===== src/rtl/time_set_pkg.sv =====
// Shared types, field limits and conversion helpers for the time-setting controller.
package time_set_pkg;

    typedef enum logic [2:0] {
        RUN,
        SET_HR,
        SET_MIN,
        SET_SEC,
        COMMIT
    } state_t;

    typedef enum logic [1:0] {
        FIELD_NONE = 2'd0,
        FIELD_HR   = 2'd1,
        FIELD_MIN  = 2'd2,
        FIELD_SEC  = 2'd3
    } field_t;

    localparam int HR_MAX = 23;
    localparam int MS_MAX = 59;
    localparam int HR_W   = 5;
    localparam int MS_W   = 6;
    localparam int TIME_W = 17;

    // Two BCD digits to binary; anything non-BCD or above max_val becomes 0.
    function automatic logic [6:0] bcd_to_bin(input logic [3:0] tens,
                                              input logic [3:0] ones,
                                              input int         max_val);
        logic [6:0] val;
        val = 7'(tens) * 7'd10 + 7'(ones);
        if (tens > 4'd9 || ones > 4'd9 || int'(val) > max_val)
            return 7'd0;
        return val;
    endfunction

    function automatic logic [6:0] step_wrap(input logic [6:0] val,
                                             input logic [6:0] max_val,
                                             input logic       up);
        if (up)
            return (val >= max_val) ? 7'd0 : val + 7'd1;
        return (val == 7'd0) ? max_val : val - 7'd1;
    endfunction

    function automatic field_t field_of(input state_t s);
        case (s)
            SET_HR:  return FIELD_HR;
            SET_MIN: return FIELD_MIN;
            SET_SEC: return FIELD_SEC;
            default: return FIELD_NONE;
        endcase
    endfunction

endpackage


===== src/rtl/time_set_ctrl_btn_press.sv =====
// Button press detector: registered rising-edge pulse; with SET_AUTOREPEAT_EN defined it
// also emits repeat pulses while the button is held and rpt_allow is high.
module btn_press
`ifdef SET_AUTOREPEAT_EN
#(
    parameter int REPEAT_DELAY  = 500000,
    parameter int REPEAT_PERIOD = 100000
)
`endif
(
    input  logic clk,
    input  logic rst,
    input  logic btn,
`ifdef SET_AUTOREPEAT_EN
    input  logic rpt_allow,
`endif
    output logic press
);

    logic btn_q;
    logic rpt_fire;

`ifdef SET_AUTOREPEAT_EN
    localparam int CNT_MAX = (REPEAT_DELAY > REPEAT_PERIOD) ? REPEAT_DELAY : REPEAT_PERIOD;
    localparam int CNT_W   = $clog2(CNT_MAX + 1);

    logic [CNT_W-1:0] hold_cnt;
    logic             repeating;
    logic             holding;

    assign holding = rpt_allow && btn && btn_q;

    always_comb begin
        rpt_fire = 1'b0;
        if (holding)
            rpt_fire = repeating ? (hold_cnt == CNT_W'(REPEAT_PERIOD - 1))
                                 : (hold_cnt == CNT_W'(REPEAT_DELAY - 1));
    end

    // First repeat after REPEAT_DELAY held cycles, then one every REPEAT_PERIOD.
    always_ff @(posedge clk) begin
        if (rst || !holding) begin
            hold_cnt  <= '0;
            repeating <= 1'b0;
        end else if (rpt_fire) begin
            hold_cnt  <= '0;
            repeating <= 1'b1;
        end else begin
            hold_cnt  <= hold_cnt + CNT_W'(1);
        end
    end
`else
    assign rpt_fire = 1'b0;
`endif

    always_ff @(posedge clk) begin
        if (rst) begin
            btn_q <= 1'b0;
            press <= 1'b0;
        end else begin
            btn_q <= btn;
            press <= (btn & ~btn_q) | rpt_fire;
        end
    end

endmodule


===== src/rtl/time_set_ctrl.sv =====
// Button-driven time-setting controller feeding digital_clock (hours, minutes, seconds edit
// then commit strobe). Optional auto-repeat on inc/dec when SET_AUTOREPEAT_EN is defined.
module time_set_ctrl
    import time_set_pkg::*;
#(
    parameter int OW_CYCLES     = 2,
    parameter int TIMEOUT_CYC   = 30000000,
    parameter int REPEAT_DELAY  = 500000,
    parameter int REPEAT_PERIOD = 100000
) (
    input  logic              clk,
    input  logic              rst,
    input  logic              btn_mode,
    input  logic              btn_inc,
    input  logic              btn_dec,
    input  logic [3:0]        hr_10s,
    input  logic [3:0]        hr_1s,
    input  logic [3:0]        min_10s,
    input  logic [3:0]        min_1s,
    input  logic [3:0]        sec_10s,
    input  logic [3:0]        sec_1s,
    output logic [TIME_W-1:0] time_in,
    output logic              time_ow,
    output logic              editing,
    output logic [1:0]        field_sel
);

    localparam int TO_W = $clog2(TIMEOUT_CYC + 1);
    localparam int OW_W = $clog2(OW_CYCLES + 1);

    state_t          state, next_state;
    logic [HR_W-1:0] edit_hr, hr_nxt;
    logic [MS_W-1:0] edit_min, min_nxt;
    logic [MS_W-1:0] edit_sec, sec_nxt;
    logic [TO_W-1:0] idle_cnt;
    logic [OW_W-1:0] ow_cnt;
    logic            mode_p, inc_p, dec_p;
    logic            step_up, step_dn, idle_clr, in_set;

`ifdef SET_AUTOREPEAT_EN
    logic rpt_allow;
    assign rpt_allow = in_set;

    btn_press #(.REPEAT_DELAY(REPEAT_DELAY), .REPEAT_PERIOD(REPEAT_PERIOD)) u_mode (
        .clk(clk), .rst(rst), .btn(btn_mode), .rpt_allow(1'b0), .press(mode_p));
    btn_press #(.REPEAT_DELAY(REPEAT_DELAY), .REPEAT_PERIOD(REPEAT_PERIOD)) u_inc (
        .clk(clk), .rst(rst), .btn(btn_inc), .rpt_allow(rpt_allow), .press(inc_p));
    btn_press #(.REPEAT_DELAY(REPEAT_DELAY), .REPEAT_PERIOD(REPEAT_PERIOD)) u_dec (
        .clk(clk), .rst(rst), .btn(btn_dec), .rpt_allow(rpt_allow), .press(dec_p));
`else
    btn_press u_mode (.clk(clk), .rst(rst), .btn(btn_mode), .press(mode_p));
    btn_press u_inc  (.clk(clk), .rst(rst), .btn(btn_inc),  .press(inc_p));
    btn_press u_dec  (.clk(clk), .rst(rst), .btn(btn_dec),  .press(dec_p));
`endif

    assign in_set  = (state == SET_HR) || (state == SET_MIN) || (state == SET_SEC);
    assign step_up = inc_p & ~dec_p;
    assign step_dn = dec_p & ~inc_p;
    // The edit registers are the output register, so time_in never lags an edit.
    assign time_in = {edit_hr, edit_min, edit_sec};

    always_comb begin
        // NOTE: every output of this block gets a default first, so no path can infer a latch.
        next_state = state;
        hr_nxt     = edit_hr;
        min_nxt    = edit_min;
        sec_nxt    = edit_sec;
        idle_clr   = 1'b0;
        case (state)
            RUN: begin
                if (mode_p) begin
                    next_state = SET_HR;
                    idle_clr   = 1'b1;
                    hr_nxt     = HR_W'(bcd_to_bin(hr_10s, hr_1s, HR_MAX));
                    min_nxt    = MS_W'(bcd_to_bin(min_10s, min_1s, MS_MAX));
                    sec_nxt    = MS_W'(bcd_to_bin(sec_10s, sec_1s, MS_MAX));
                end
            end
            SET_HR, SET_MIN, SET_SEC: begin
                if (mode_p) begin
                    idle_clr   = 1'b1;
                    next_state = (state == SET_HR)  ? SET_MIN :
                                 (state == SET_MIN) ? SET_SEC : COMMIT;
                end else if (step_up || step_dn) begin
                    idle_clr = 1'b1;
                    if (state == SET_HR)
                        hr_nxt = HR_W'(step_wrap(7'(edit_hr), 7'(HR_MAX), step_up));
                    else if (state == SET_MIN)
                        min_nxt = MS_W'(step_wrap(7'(edit_min), 7'(MS_MAX), step_up));
                    else
                        sec_nxt = MS_W'(step_wrap(7'(edit_sec), 7'(MS_MAX), step_up));
                end else if (idle_cnt == TO_W'(TIMEOUT_CYC - 1)) begin
                    next_state = RUN;
                end
            end
            COMMIT: begin
                if (ow_cnt == OW_W'(OW_CYCLES - 1))
                    next_state = RUN;
            end
            default: next_state = RUN;
        endcase
    end

    always_ff @(posedge clk) begin
        // NOTE: state registers use non-blocking assignments; reset is synchronous to clk.
        if (rst) begin
            state     <= RUN;
            edit_hr   <= '0;
            edit_min  <= '0;
            edit_sec  <= '0;
            idle_cnt  <= '0;
            ow_cnt    <= '0;
            time_ow   <= 1'b0;
            editing   <= 1'b0;
            field_sel <= FIELD_NONE;
        end else begin
            state     <= next_state;
            edit_hr   <= hr_nxt;
            edit_min  <= min_nxt;
            edit_sec  <= sec_nxt;
            idle_cnt  <= (idle_clr || !in_set) ? '0 : idle_cnt + TO_W'(1);
            ow_cnt    <= (state == COMMIT) ? ow_cnt + OW_W'(1) : '0;
            time_ow   <= (next_state == COMMIT);
            editing   <= (next_state != RUN);
            field_sel <= field_of(next_state);
        end
    end

endmodule


===== config.mk =====
export PLATFORM = sky130hd
export DESIGN_NAME = time_set_ctrl
export DESIGN_NICKNAME = d
export VERILOG_FILES = /design/src/rtl/time_set_pkg.sv /design/src/rtl/time_set_ctrl_btn_press.sv /design/src/rtl/time_set_ctrl.sv
export SDC_FILE = /design/constraint.sdc
export NUM_CORES = 1
export LEC_CHECK = 0
export BUFFER_PORTS_ARGS = -buffer_cell sky130_fd_sc_hd__buf_2
export CAP_MARGIN = 20
export CORE_AREA = 2 2 99 101
export DETAILED_ROUTE_END_ITERATION = 6
export DIE_AREA = 0 0 101 103
export GPL_TIMING_DRIVEN = 0
export PLACE_DENSITY = 0.72
export SLEW_MARGIN = 20
export SYNTH_ARGS = -nofsm -noshare
export SYNTH_HDL_FRONTEND = slang
export SYNTH_SLANG_ARGS = --single-unit

===== constraint.sdc =====
create_clock -name clk -period 9.4 [get_ports clk]
set_clock_uncertainty 0.05 [all_clocks]
set_input_delay 2.35 -clock clk [delete_from_list [all_inputs] [get_ports clk]]
set_output_delay 2.35 -clock clk [all_outputs]
set_load 0.005 [all_outputs]

* After elaboration in Yosys (flattened, before gate mapping)
Index checks and enable logic that the tools add are counted.
Storage, ports and cells: register bits 57, output and inout port bits 21, logic and storage cells 164
Cells by class: add/subtract/negate cells 11, multipliers 3, magnitude comparators 12, equality and inequality tests 17, mux-type cells 72, bitwise gates (word level) 11, reductions and logical operators 23
Operators with widths (number):
- $mux W6 | 22
- $mux W5 | 10
- $mux W1 | 27
- $add A25 B1 Y25 const B | 1
- $eq A25 B25 Y1 const B | 1
- $gt A4 B4 Y1 const B | 6
- $pmux W6 S2 | 2
- $add A7 B4 Y7 | 3
- $mux W3 | 7
- $mul A4 B3 Y6 const B | 3
- $gt A7 B6 Y1 const B | 2
- $add A6 B1 Y6 const B | 2
- $eq A3 B2 Y1 const B | 4
- $ge A6 B6 Y1 const B | 2
- $logic_not A6 Y1 | 2
- $ne A2 B2 Y1 const B | 6
- $reduce_and A6 Y1 | 2
- $sub A6 B1 Y6 const B | 2
- $logic_or A1 B1 Y1 | 10
- $pmux W5 S2 | 1
- $pmux W3 S3 | 1
- $gt A7 B5 Y1 const B | 1
- $eq A3 B1 Y1 const B | 2
- $eq A3 B3 Y1 const B | 2
- other kinds (18) | 28

* Depth between registers and ports, before layout
Gate-level depths: netlist (run 1).
word-level depth 14, mapped depth 9, depth with buffers taken out 9

* Cells and area by module
Synthesis (run 1) repeated with hierarchy kept, for this count alone.
Unflattened totals: cell total of the unflattened synthesis 524, area, all modules 4256.6 um^2
By module, submodules not included:
- time_set_ctrl | times used 1, cells an instance 512, area each 4080.2 um^2, seq. area each 1021.0 um^2
- btn_press | times used 3, cells an instance 4, area each 58.8 um^2, seq. area each 40.0 um^2

* Least setup slack after synthesis (run 1)
No wires, ideal clock.
path kind input to register, start point input min_10s[1], end point register edit_min[0], library setup time 0.091 ns, arrival time 4.520 ns, data required time 9.259 ns, path slack 4.739 ns, stages on the path 9, buffers on the path 0, cells stage by stage ha_1 > ha_1 > fa_1 > a21bo_2 > a211oi_1 > maj3_1 > o21ai_1 > nand3_1 > a311oi_1
On the way: cells in the longest elaborated chain, start to end 10
Ends and longest elaborated chain:
- from (decl) | RTL line time_set_ctrl.sv:18 | input logic [3:0] min_10s,
- $mul A4 B3 Y6 | RTL line time_set_pkg.sv:30 | val = 7'(tens) * 7'd10 + 7'(ones);
- $add A7 B4 Y7 | RTL line time_set_pkg.sv:30
- $gt A7 B6 Y1 | RTL line time_set_pkg.sv:31 | if (tens > 4'd9 || ones > 4'd9 || int'(val) > max_val)
- $logic_or A1 B1 Y1 * | RTL line time_set_pkg.sv:31
- $mux W1 * | RTL line time_set_pkg.sv:31
- $mux W1 * | RTL line time_set_ctrl.sv:71 | if (mode_p) begin
- $mux W1 * | RTL line time_set_ctrl.sv:69 | case (state)
- $mux W6 * | RTL line time_set_pkg.sv:33 | return val;
- $mux W6 * | RTL line time_set_ctrl.sv:71
- $pmux W6 S2 * | RTL line time_set_ctrl.sv:69
- to (signal assigned) | RTL line time_set_ctrl.sv:119 | edit_min <= min_nxt;
- to (decl) | RTL line time_set_ctrl.sv:33 | logic [MS_W-1:0] edit_min, min_nxt;
Every way passes the cells marked *; elsewhere a longest branch is shown, timed or not. The select of a mux whose other input is x is not followed. A chain may end at the register's enable or synchronous reset.

* Worst setup path in the final report (run 1)
start point input min_10s[1], end point register edit_min[3]
On the way: cells in the longest elaborated chain, start to end 10
Ends and longest elaborated chain (RTL line):
- $mul A4 B3 Y6 | time_set_pkg.sv:30
- $add A7 B4 Y7 | time_set_pkg.sv:30
- $gt A7 B6 Y1 | time_set_pkg.sv:31
- $logic_or A1 B1 Y1 | time_set_pkg.sv:31
- $mux W1 | time_set_pkg.sv:31
- $mux W1 | time_set_ctrl.sv:71
- $mux W1 | time_set_ctrl.sv:69
- $mux W6 * | time_set_pkg.sv:33
- $mux W6 * | time_set_ctrl.sv:71
- $pmux W6 S2 * | time_set_ctrl.sv:69
Marks and branches as above.

==> results.md, run 1 <==
- The slack of the worst reg-to-reg path is between 6 and 7 ns.
- Clock latency on the worst-skew pair, taken at its later pin, is ~0.35 ns.
- The footprint of the flip-flops and latches is 1140 sq um.
- At the worst endpoint, the required time is approximately 9.6 ns.
- The total negative slack for setup checks is 0 ns.
- The area added between synthesis and finish is 15.6%.
- The number of synthesized flops with an enable pin is 0.
- 0 antenna diodes ended up in the layout.
- The floorplan step set the die height to around 100 microns.
- The largest single stage delay on the critical path is about 0.5 ns.
- The slowest cell on the critical path is sky130_fd_sc_hd__fa_1.
- The detailed-placement wirelength estimate is 7.28 mm.
- The multi-input combinational cells in the finished layout cover a total of about 2700 sq um.
- After detailed routing, the total wire length is ~9.6 mm.
- The tightest slew margin relative to the limit is just over 50%.
- In this run the critical register-to-register path is launched from u_dec.press.
- The die footprint is ~10000 sq um.
- For this block, the via count after detailed routing is around 4000.
- The number of primary I/O pins is 50.
- Global routing finished with a remaining overflow of 0.
- Of all nets on the critical path, the largest fanout is 5.
- The number of buffers between clock root and the deepest sink is 2.
- The count of routing violations after the opening detailed-route iteration is ~170.
- The internal power summed over all cells is between 0.4 and 0.5 mW.
- The kind of launch point of the worst setup path is a primary input.
- The Yosys warning count is 0.
- After detailed routing, the number of vias per cell comes to approximately 5.7.
- The clock-pin slew reported for the worst setup and hold paths after clock tree synthesis is around 0.070 ns.
- The critical path startpoint is min_10s[1].
- The tool flagged a number of max-cap violations equal to 0.
- The library cell occupying the most area in the post-synthesis netlist is sky130_fd_sc_hd__dfxtp_1.
- The cell row count is 36.
- The antenna violation net count after detailed routing is 0.
- The worst supply voltage drop on vdd is about 90 uV.
- The nature of the critical path endpoint is a register.
- The floorplan core area is roughly 9500 sq um.
- For this run, the post-layout net count is about 640.
- Entering global routing, the biggest net connects 13 pins.
- Port buffering added 49 buffers.
- The cell leakage power is ~1.9 nW.
- Before antenna repair, the detailed router went through 6 iterations.
- Counting every net in the synthesized netlist gives just under 600.
- Measured in cells, the most critical reg-to-reg path has a length of 7.
- Per report_power, the sequential group accounts for ~37% of the total.
- The initial antenna violation count is 0.
- The number of hold-slack violations in the final timing report is 0.
- The count of hold buffers inserted by post-cts repair is 0.
- The global-route usage over all layers is 19.3%.
- After clock tree synthesis, the setup repair step added 0 buffers.
- The routability-driven placement congestion ratio is about 0.89.
- The buffer type at the clock tree root is sky130_fd_sc_hd__clkbuf_8.
- Setup repair after global routing left no endpoint under its margin.
- The filler cell count is ~910.
- At the worst endpoint, the arrival time is between 4 and 5 ns.
- By area the synthesized netlist is led by sky130_fd_sc_hd__dfxtp_1 (28%), sky130_fd_sc_hd__ha_1 (8.9%), sky130_fd_sc_hd__xor2_1 (4.9%).
- Of the total power, the clock network draws around 41%.
- The routed wirelength normalized by instance count is roughly 14 microns.
- The instance count of the mapped netlist is 515.
- The share of the clock period used by the worst path is between 50 and 60%.
- The critical path ends at edit_min[3].
- The critical path class is primary input to register.
- The synthesized design devotes to its leading area cell type about 28% of total area.
- From left edge to right edge, the die measures 101 microns.
- Averaged over all synthesized cells, the footprint is about 7.9 sq um.
- The unique cell type count in the Yosys netlist is 63.
- Of the synthesized area, sequential elements account for about 28%.
- The most instantiated flip-flop cell in the synthesis netlist is sky130_fd_sc_hd__dfxtp_1.
- In the final layout, the share of cells above drive strength 1 is 13.4%.
- The min-delay analysis places its worst path in the category register to register.
- Synthesis inferred between 50 and 60 register bits.
- The switching power of the nets is between 0.2 and 0.25 mW.
- Net switching is just under 30% of the power.
- The fraction of registers with async set or reset after synthesis is 0%.
- Setup violations remaining at the end of the flow were counted as 0.
- The number of global-route vias before repair is between 3000 and 4000.
- The area of the mapped netlist is around 4100 sq um.
- The ratio of total power to cell area is ~150 nW/um^2.
- The final-report max-slew violation count came to 0.
- Cells fill between 40 and 50% of the core in the end.
- The number of CTS-inserted buffers is 9.
- The smallest clock period supported by the final layout is computed as 4.72 ns.
- The count of unresolved DRC violations after routing is 0.
- TritonCTS built the clock tree.
- The H-tree was split into 3 levels.
- The critical path goes through buf_2, ha_1, ha_1, fa_1, a21bo_2, a211oi_1, maj3_1, o21ai_1, nand3b_1, a311oi_1.
- The number of sinks driven by the clock tree is between 50 and 60.
- The effective utilization at floorplan is between 40% and 50%.
- The number of cells on the worst hold path is 1.
- The first-pass GRT wire length is between 15 and 20 mm.
- The share of total power dissipated in combinational logic is 22.2%.
- Counting stages on the worst path, the most repeated cell is sky130_fd_sc_hd__ha_1.
- After clock tree synthesis, the repair step resized 0 gates.
- The worst register-to-register path ends at edit_hr[0].
- The flow ran to the end, and the final reports show no timing, DRC or antenna violations.
- The slew at the pin closest to its max-slew limit is roughly 0.73 ns.
- Timing would allow up to 212 MHz.
state kept, by name, summed over array words and instances, names as in the netlist, 2 cells and up:
signal     flops
idle_cnt      25
edit_min       6
edit_sec       6
edit_hr        5
state          3
field_sel      2
ow_cnt         2
power by group through the flow:
| stage | Sequential (mW) | Clock (mW) | Combinational (mW) |
|---|---|---|---|
| after floorplan | 0.260 | 0 | 0.113 |
| after CTS | 0.255 | 0.295 | 0.155 |
| after detailed placement | 0.261 | 0 | 0.154 |
| final | 0.255 | 0.289 | 0.156 |
| after global placement | 0.260 | 0 | 0.149 |
| after global routing | 0.256 | 0.305 | 0.176 |
cells by family after synthesis:
| group | synth area share, % |
|---|---|
| AOI/OAI and AO/OA | 20.4 |
| xor gates and xnor gates | 8.57 |
| adders and majority gates | 12.1 |
| buffers and inverters | 5.42 |
| DFF | 27.9 |
| muxes | 1.29 |
| and+or+nand+nor | 24.4 |
Yosys cell counts, types with 3 or more instances:
cell,n
sky130_fd_sc_hd__dfxtp_1,57
sky130_fd_sc_hd__nor2_1,52
sky130_fd_sc_hd__nand2_1,34
sky130_fd_sc_hd__nand3_1,32
sky130_fd_sc_hd__a21oi_1,29
sky130_fd_sc_hd__ha_1,29
sky130_fd_sc_hd__o21ai_0,28
sky130_fd_sc_hd__inv_1,27
sky130_fd_sc_hd__clkbuf_1,24
sky130_fd_sc_hd__xor2_1,23
sky130_fd_sc_hd__xnor2_1,17
sky130_fd_sc_hd__a31oi_1,14
sky130_fd_sc_hd__nor2b_1,13
sky130_fd_sc_hd__nor3_1,12
sky130_fd_sc_hd__nand4_1,8
sky130_fd_sc_hd__nand2b_1,7
sky130_fd_sc_hd__a21o_1,6
sky130_fd_sc_hd__fa_1,6
sky130_fd_sc_hd__a311oi_1,5
sky130_fd_sc_hd__and3_1,5
sky130_fd_sc_hd__nand3b_1,5
sky130_fd_sc_hd__nand4b_1,5
sky130_fd_sc_hd__o211ai_1,5
sky130_fd_sc_hd__a211oi_1,4
sky130_fd_sc_hd__and2_1,4
sky130_fd_sc_hd__o31ai_1,4
sky130_fd_sc_hd__a221oi_1,3
sky130_fd_sc_hd__buf_2,3
sky130_fd_sc_hd__mux2i_1,3
sky130_fd_sc_hd__nor4_1,3
sky130_fd_sc_hd__o2111ai_1,3
sky130_fd_sc_hd__o21a_1,3
sky130_fd_sc_hd__o21bai_1,3
sky130_fd_sc_hd__o22ai_1,3
metrics by stage:
stage / power (mW) / cell area, sq um / setup slack (ns) / instances / hold slack (ns)
6_report: 0.700 / 4720 / 4.68 / 694 / 0.333
2_1_floorplan: 0.373 / 4090 / 4.74 / 515 / 0.317
3_5_place_dp: 0.415 / 4480 / 4.36 / 678 / 0.325
4_1_cts: 0.705 / 4720 / 4.73 / 694 / 0.338
5_1_grt: 0.737 / 4720 / 4.52 / 694 / 0.352
3_3_place_gp: 0.410 / 4480 / 4.45 / 678 / 0.324
placed cells by master, fill, tap and decap left out, drive strengths merged, types with 4 or more instances in the layout:
cell     n
xor2    23
o211ai   5
nand3b   5
a311oi   5
a31oi   14
a211oi   4
and3     6
nand4    8
a21oi   29
o21ai   29
nand3   32
o31ai    4
inv     29
nand2b   7
nand2   35
mux2i    4
xnor2   17
nor2    52
and2     4
fa       6
ha      29
clkbuf  33
nand4b   5
nor3    12
a21o     6
buf     54
dfxtp   57
nor2b   13
layout make-up:
type,count,share of cell area [%]
Buffer,29,2.54
Clock buffer,9,2.62
Clock inverter,7,2.65
Inverter,27,2.15
Multi-Input combinational cell,402,57.7
Sequential cell,57,24.2
Tap cell,114,3.02
Timing Repair Buffer,49,5.19
worst max-delay path, delay by kind of cell:
kind,cells,cell delay (ns)
buf+inv,1,0.13
fa+ha+maj,4,1.39
compound gates,4,0.88
simple gates,1,0.18
worst min-delay path by stage:
stage / from / slack (ns) / end
5_1_grt: u_dec.btn_q / 0.35 / u_dec.press
4_1_cts: u_dec.btn_q / 0.34 / u_dec.press
2_1_floorplan: u_dec.btn_q / 0.32 / u_dec.press
6_report: u_dec.btn_q / 0.33 / u_dec.press
3_3_place_gp: u_dec.btn_q / 0.32 / u_dec.press
3_5_place_dp: u_mode.btn_q / 0.33 / u_mode.press
per-layer routing:
layer	GRT usage, %	wire length [microns]	vias up
met3	4.68	419	19
li1	-	-	1969
met1	22.3	4180	1854
met5	0	0	-
met2	34.3	4760	101
met4	7.80	219	0
(Power assumes the default switching activity.)
==> run 2: changes to the inputs <==
Settings changed: ABC_AREA set to 1, CORE_AREA 2 2 99 101 to 2 2 102 104, DIE_AREA 0 0 101 103 to 0 0 104 106, PLACE_DENSITY 0.72 to 0.75.
Clock period 9.4 ns to 4.3 ns, I/O delays scaled along.
==> run 2 against run 1 <==
  * Die area grew 6.0%
  * Register-to-register slack lost 4.4 ns
  * Worst hold slack gained 0.0046 ns
  * Core utilization grew 0.54 points
  * Clock power grew 120%
  * Combinational power grew to 3.0 times the previous value
  * Sequential power grew 130%
  * Highest routed layer unchanged
==> results.md, run 2 <==
- The run finished with clean final reports.
- The number of primary I/O pins is 50 (unchanged).
- The most instantiated flip-flop cell in the synthesis netlist is sky130_fd_sc_hd__dfxtp_1.
- The peak per-stage delay on the critical path was 0.53 ns (+0.02 ns).
- By instance count, the leading cell after synthesis is sky130_fd_sc_hd__nand2_1.
- The reported max-cap violation count came to 0 (unchanged).
- The post-cts resize count is 0 (unchanged).
- The count of unresolved DRC violations after routing is 0 (unchanged).
- The number of synthesized flops with an enable pin is 0 (unchanged).
- The maximum number of pins on one net before global-route repair is 13 (unchanged).
- The detailed-placement wirelength estimate was 7.86 mm (+7.9%).
- The area of the mapped netlist is 4380 sq um (+7.3%).
- The width of the die was 104 microns (+3.0%).
- The final net count is 799 (+25%).
- The first-pass GRT wire length is 17.8 mm (+8.8%).
- The count of hold buffers inserted by post-cts repair is 0 (unchanged).
- The routed wirelength normalized by instance count is 11.6 microns (-16%).
- The count of routing violations after the opening detailed-route iteration is 180 (+9.1%).
- The port buffer count came to 49 (unchanged).
- The post-placement worst setup slack is 0.982 ns (-3.38 ns).
- The slowest cell on the critical path is sky130_fd_sc_hd__fa_1.
- The floorplan core area is 10000 sq um (+5.7%).
- The share of final-layout standard cells stronger than drive strength 1 was 14.9% (+1.4 points).
- The detailed-route vias per instance was 5.04 (-11%).
- The library cell occupying the most area in the post-synthesis netlist is sky130_fd_sc_hd__dfxtp_1.
- The number of synthesized register bits is 57 (unchanged).
- The unique cell type count in the Yosys netlist came to 39 (-38%).
- Setup repair after global routing left no endpoint under its margin.
- The biggest fanout along the worst timing path is 6 (+1).
- The number of buffers between clock root and the deepest sink is 2 (unchanged).
- The buffer type at the clock tree root is sky130_fd_sc_hd__clkbuf_8.
- Yosys attributes the largest share of cell area to sky130_fd_sc_hd__dfxtp_1 (26%), sky130_fd_sc_hd__nand2_1 (13%), sky130_fd_sc_hd__ha_1 (8.3%).
- The final-report max-slew violation count is 0 (unchanged).
- The number of cells on the worst hold path was 1 (unchanged).
- The number of global-route vias before repair came to 3988 (+4.4%).
- The length in cells of the worst reg-to-reg path is 10 (+3).
- The worst endpoint required time is 4.52 ns (-5.09 ns).
- The fraction of post-synthesis cell area in the top cell type by area is 26.0% (-1.9 points).
- The total nets after synthesis is 739 (+28%).
- The critical path goes through buf_2, ha_1, ha_1, fa_1, nand2_1, nor2_1, nand2_1, nand3_1, nand2_1, nor2_1, nand3b_1, a21oi_1.
- STA classifies the critical path startpoint as a primary input.
- The cell leakage power was 2.34 nW (+23%).
- The tightest slew margin relative to the limit was 66.4% (+15 points).
- The number of hold-slack violations in the final timing report is 0 (unchanged).
- Among the stages of the critical path, the cell type that occurs most often is sky130_fd_sc_hd__nand2_1.
- In this run the worst hold path is classified as register to register.
- The effective utilization at floorplan is 43.8% (+0.63 points).
- In the layout the commonest cells are sky130_fd_sc_hd__nand2_1 (156), sky130_fd_sc_hd__nor2_1 (81), sky130_fd_sc_hd__inv_1 (79).
- The worst supply voltage drop on vdd is 170 uV (+84%).
- The total negative slack for setup checks came to 0 ns (unchanged).
- The worst setup path is of the primary input to register kind.
- The Yosys warning count is 0 (unchanged).
- The final critical-path setup slack is 1.35 ns (-3.33 ns).
- The post-CTS setup buffer count is 0 (unchanged).
- The filler cell count is 1010 (+12%).
- The synthesized area per cell was 6.50 sq um (-18%).
- In the final layout, the registers with the most flip-flops are idle_cnt (25), edit_min (6), edit_sec (6).
- Compared with the post-synthesis result, the final layout area differs by 15.2%.
- The sum of buffers and inverters on the critical path is 1 (unchanged).
- The number of antenna diodes is 0 (unchanged).
- The post-synthesis sequential area ratio came to 26.0% (-1.9 points).
- The clock period minus final worst setup slack is between 2 and 3 ns.
- The data arrival time of the critical path is 3.17 ns (-1.75 ns).
- The routability-driven placement congestion ratio came to 0.917 (+2.5%).
- The library cell used most frequently in the layout, excluding fill and tap cells, is sky130_fd_sc_hd__nand2_1.
- The global-route usage over all layers is 19.2% (-0.072 points).
- The insertion delay to the later sink of the worst-skew pair is 0.35 ns (about the same).
- The residual overflow from global routing is 0 (unchanged).
- The ratio of total power to cell area is 336 nW/um^2 (+130%).
- The share of the clock period used by the worst path is about two thirds.
- The flip-flop count of the largest register, all copies and words added is 25 (unchanged).
- After synthesis, the most frequently instantiated cells are sky130_fd_sc_hd__nand2_1 (156), sky130_fd_sc_hd__nor2_1 (81), sky130_fd_sc_hd__inv_1 (79), sky130_fd_sc_hd__nand3_1 (59), sky130_fd_sc_hd__dfxtp_1 (57).
- The instance count of the mapped netlist came to 675 (+31%).
- The die footprint is 11000 sq um (+6.0%).
- The final count of negative-setup-slack endpoints is 0 (unchanged).
- The fraction of registers with async set or reset after synthesis is 0% (unchanged).
- The register with the most flip-flops is idle_cnt.
- The number of CTS-inserted buffers came to 9 (unchanged).
- The logic depth of the worst path, buffers included is 12 (+2).
- The worst setup path is captured at a register.
- The die span in y was 106 microns (+2.9%).
- The cell row count is 37 (+2.8%).
- The antenna violation net count after detailed routing is 0 (unchanged).
- The initial antenna violation count is 0 (unchanged).
- The final wirelength was 10.1 mm (+5.9%).
- The maximum frequency from static timing analysis is around 340 MHz.
- TritonCTS built the clock tree.
- The dominant delay contributor by cell family on the critical path is adder cells.
- The H-tree level count is 3 (unchanged).
- The number of sinks driven by the clock tree came to 57 (unchanged).
- The total via count after detailed routing is 4413 (+12%).
- The clock-pin slew reported for the worst setup and hold paths after clock tree synthesis is 0.07 ns (about the same).
- The detailed-routing iteration count for the pre-antenna-repair pass was 6 (unchanged).
- The slew at the pin closest to its max-slew limit is 0.504 ns (-0.223 ns).
-- run 2: per-stage QoR --
stage | cells | total power, mW | hold WS, ns | instance area [sq um] | util, %
floorplan | 675 | 0.944 | 0.323 | 4380 | -
global placement | 860 | 1.06 | 0.326 | 4800 | 48.0
detailed placement | 860 | 1.07 | 0.331 | 4800 | 48.0
CTS | 876 | 1.70 | 0.340 | 5050 | 50.5
global route | 876 | 1.80 | 0.354 | 5050 | 50.5
finish | 876 | 1.69 | 0.338 | 5050 | 50.5
-- run 2: path summary, 6_finish.rpt --
kind,from,to,slack [ns]
max,min_10s[1],edit_min[3],1.35
min,u_dec.btn_q,u_dec.press,0.34
max reg2reg,u_dec.press,edit_min[3],2.58
min reg2reg,u_dec.btn_q,u_dec.press,0.34
-- run 2: cell families (layout without fill, tap and decap cells) --
| group | Yosys count | count (layout) | synth area share (%) |
|---|---|---|---|
| compound gates | 100 | 100 | 12.0 |
| xor+xnor | 18 | 18 | 3.60 |
| fa+ha+maj | 35 | 35 | 11.0 |
| buf+inv | 101 | 166 | 9.27 |
| flops | 57 | 57 | 26.0 |
| simple gates | 364 | 364 | 38.0 |
-- run 2: cell type report --
type,instances,area (sq um),share of cell area [%]
inverter,89,338,6.69
sequential,57,1140,22.6
tap,136,170,3.37
buffer,12,68.8,1.36
timing repair buffer,49,245,4.86
multi-input combinational,517,2840,56.2
clock buffer,9,124,2.45
clock inverter,7,125,2.48
-- run 2: worst register-to-register path, delay by kind of cell (launching register included) --
family | cells | cell delay, ns
adder cells (fa/ha/maj) | 1 | 0.32
buffers and inverters | 3 | 0.21
flip-flops | 1 | 0.31
AND/OR/NAND/NOR | 4 | 0.53
AO/OA/AOI/OAI | 2 | 0.21
-- run 2: power breakdown --
group	switching [mW]	internal, mW	total, mW	leakage, nW
combinational	0.284	0.186	0.470	1.75
clock	0.247	0.391	0.638	0.124
sequential	0.0339	0.554	0.588	0.464
total	0.564	1.13	1.69	2.34
-- run 2: metal layers --
layer | global-route usage (%) | wire length, microns | part of all wire [%]
met5 | 0 | 0 | 0
met4 | 5.60 | 125 | 1.2
met3 | 4.41 | 605 | 6.0
met2 | 31.8 | 4620 | 46
met1 | 25.0 | 4780 | 47
==> run 3: changes to the inputs <==
Clock period 4.3 ns to 2.7 ns, I/O delays scaled along.
==> run 3 against run 2 <==
  * Register-to-register slack worse by 1.6 ns
  * Sequential power grew 59%
  * Critical path depth unchanged
  * Wire length grew 0.38%
==> results.md, run 3 (synthesis gave the netlist of run 2 again) <==
- The final critical-path setup slack is 0.247 ns (-1.10 ns).
- The data arrival time of the critical path is 2.67 ns (-0.50 ns).
- The number of cells on the worst hold path is 1 (unchanged).
- The cell total after placement is 860 (unchanged).
- The final-report max-slew violation count is 0 (unchanged).
- The portion of total power attributed to sequential cells is 34.6% (about the same).
- Setup repair after global routing left no endpoint under its margin.
- The width of the die is 104 microns (unchanged).
- Tracing the worst setup path back leads to its startpoint at min_10s[1].
- The maximum number of pins on one net before global-route repair is 13 (unchanged).
- The first-pass GRT wire length is 17.8 mm (unchanged).
- The internal power summed over all cells is 1.80 mW (+59%).
- STA classifies the critical path startpoint as a primary input.
- The final instance count without filler cells is 876 (unchanged).
- The slack of the worst reg-to-reg path is 0.98 ns (-1.60 ns).
- The tree is rooted in a sky130_fd_sc_hd__clkbuf_8.
- The floorplan core area is 10000 sq um (unchanged).
- The routability-driven placement congestion ratio is 0.917 (unchanged).
- The slew at the pin closest to its max-slew limit is 0.503 ns (-0.000824 ns).
- The flow ran to the end, and the final reports show no timing, DRC or antenna violations.
- The final wirelength is 10.2 mm (+0.38%).
- The reported max-cap violation count is 0 (unchanged).
- The number of antenna diodes is 0 (unchanged).
- The global routing met2 resource utilization is 31.8% (unchanged).
- The flip-flop count of the largest register, all copies and words added is 25 (unchanged).
- The cell row count is 37 (unchanged).
- The switching power of the nets came to 0.902 mW (+60%).
- The biggest fanout along the worst timing path is 6 (unchanged).
- TritonCTS built the clock tree.
- The die footprint is 11000 sq um (unchanged).
- The met1 track utilization from global routing was 25.0% (unchanged).
- The final net count was 799 (unchanged).
- The number of hold-slack violations in the final timing report was 0 (unchanged).
- The library cells used most frequently in the layout, excluding fill and tap cells, are sky130_fd_sc_hd__nand2_1 (156), sky130_fd_sc_hd__inv_1 (79), sky130_fd_sc_hd__nor2_1 (79).
- The clock-pin slew reported for the worst setup and hold paths after clock tree synthesis is 0.07 ns (about the same).
- The worst endpoint required time is 2.92 ns (-1.60 ns).
- The critical path class is primary input to register.
- The worst flop-to-flop path endpoint is edit_min[3].
- The critical path goes through buf_2, ha_1, ha_1, fa_1, nand2_1, nor2_1, nand2_1, nand3_1, nand2_1, nor2_2, nand3b_1, a21oi_1.
- The ratio of total power to cell area was 535 nW/um^2 (+59%).
- The length in cells of the worst reg-to-reg path came to 10 (unchanged).
- The peak per-stage delay on the critical path came to 0.53 ns (about the same).
- The cell that appears most often on the critical path is sky130_fd_sc_hd__nand2_1.
- Leaving out fill and tap cells, the most frequent cell in the layout is sky130_fd_sc_hd__nand2_1.
- The final count of negative-setup-slack endpoints is 0 (unchanged).
- The count of unresolved DRC violations after routing was 0 (unchanged).
- The register with the most flip-flops is idle_cnt.
- STA classifies the critical path endpoint as a register.
- The effective utilization at floorplan is 43.8% (unchanged).
- The H-tree level count is 3 (unchanged).
- The detailed-placement wirelength estimate is 7.86 mm (unchanged).
- The insertion delay to the later sink of the worst-skew pair came to 0.35 ns (about the same).
- The global-route usage over all layers is 19.2% (unchanged).
- The detailed-route vias per instance is 5.04 (about the same).
- The post-placement worst setup slack came to -0.218 ns (-1.20 ns).
- The antenna violation net count after detailed routing is 0 (unchanged).
- The origin of the worst min-delay path is u_dec.btn_q.
- The detailed-routing iteration count for the pre-antenna-repair pass was 5 (-1).
- The dominant delay contributor by cell family on the critical path is adder cells.
- The combinational group share of total power is 27.8% (about the same).
- The count of routing violations after the opening detailed-route iteration is 180 (unchanged).
- The tightest slew margin relative to the limit is 66.5% (about the same).
- The switching portion of total power is 33.4% (+0.074 points).
- The share of final-layout standard cells stronger than drive strength 1 is 15.1% (+0.27 points).
- The port buffer count is 49 (unchanged).
- The routing usage on met3 was 4.41% (unchanged).
- The number of CTS-inserted buffers was 9 (unchanged).
- The post-route standard cell area excluding fillers came to 5050 sq um (about the same).
- The residual overflow from global routing is 0 (unchanged).
- The number of buffers between clock root and the deepest sink is 2 (unchanged).
- The filler cell count is 1009 (-0.099%).
- The worst supply voltage drop on vdd is 270 uV (+59%).
- The share of the clock period used by the worst path is just over 90%.
- The count of hold buffers inserted by post-cts repair was 0 (unchanged).
- The sum of buffers and inverters on the critical path was 1 (unchanged).
- The largest registers in the layout are idle_cnt (25), edit_min (6), edit_sec (6).
- The post-cts resize count is 0 (unchanged).
- The placement-stage cell area was 4800 sq um (unchanged).
- The total via count after detailed routing was 4415 (+0.045%).
- The number of global-route vias before repair is 3988 (unchanged).
- The worst hold path class is register to register.
- The largest individual stage delay along the critical path comes from the cell sky130_fd_sc_hd__fa_1.
- The area added between synthesis and finish came to 15.3% (about the same).
- The global routing's busiest layer is met2.
- Based on the critical path, the design can be clocked at up to ~410 MHz.
- The number of primary I/O pins is 50 (unchanged).
- The endpoint of the worst hold-timing path is u_dec.press.
- The routed wirelength normalized by instance count came to 11.6 microns (+0.38%).
- The number of sinks driven by the clock tree is 57 (unchanged).
- The start of the worst register-to-register path is u_dec.press.
- The cell leakage power is 2.34 nW (about the same).
- The post-CTS setup buffer count came to 0 (unchanged).
- The clock network fraction of total power came to 37.6% (about the same).
- The initial antenna violation count is 0 (unchanged).
- The die span in y is 106 microns (unchanged).
- After layout, the minimum clock period comes to between 2 and 2.5 ns.
==> run 3: metal layers <==
metal	routed length (microns)	share of wire [%]
met1	4820	47
met2	4660	46
met5	0	0
met4	110	1.1
met3	584	5.7
==> run 3: cell type report <==
class                   instances  area (sq um)  area share, %
plain buffers                  12          68.8           1.36
clock buffers                   9           124           2.45
clock inverters                 7           125           2.48
inverters                      89           338           6.68
multi-input cells             517          2840           56.2
flip-flops and latches         57          1140           22.6
well taps                     136           170           3.37
repair buffers                 49           245           4.85
==> run 3: power by group through the flow <==
stage / sequential [mW] / clock (mW) / combinational (mW)
5_1_grt: 0.942 / 1.06 / 0.868
6_report: 0.936 / 1.02 / 0.751
3_3_place_gp: 0.954 / 0 / 0.734
4_1_cts: 0.934 / 1.03 / 0.748
3_5_place_dp: 0.954 / 0 / 0.743
2_1_floorplan: 0.944 / 0 / 0.559
==> run 3: through the flow <==
stage	util [%]	power, mW	setup TNS (ns)	hold WS, ns
2_1_floorplan	-	1.50	0	0.323
3_3_place_gp	48.0	1.69	-1.81	0.326
3_5_place_dp	48.0	1.70	-2.29	0.331
4_1_cts	50.5	2.71	0	0.340
5_1_grt	50.5	2.87	0	0.354
6_report	50.5	2.70	0	0.338
==> run 3: worst max-delay path by stage <==
| stage | endpoint | depth (start not counted) |
|---|---|---|
| after detailed placement | edit_min[3] | 12 |
| final | edit_min[3] | 12 |
| after global routing | edit_min[3] | 12 |
| after CTS | edit_min[3] | 12 |
| after global placement | edit_min[1] | 12 |
| after floorplan | edit_sec[5] | 13 |
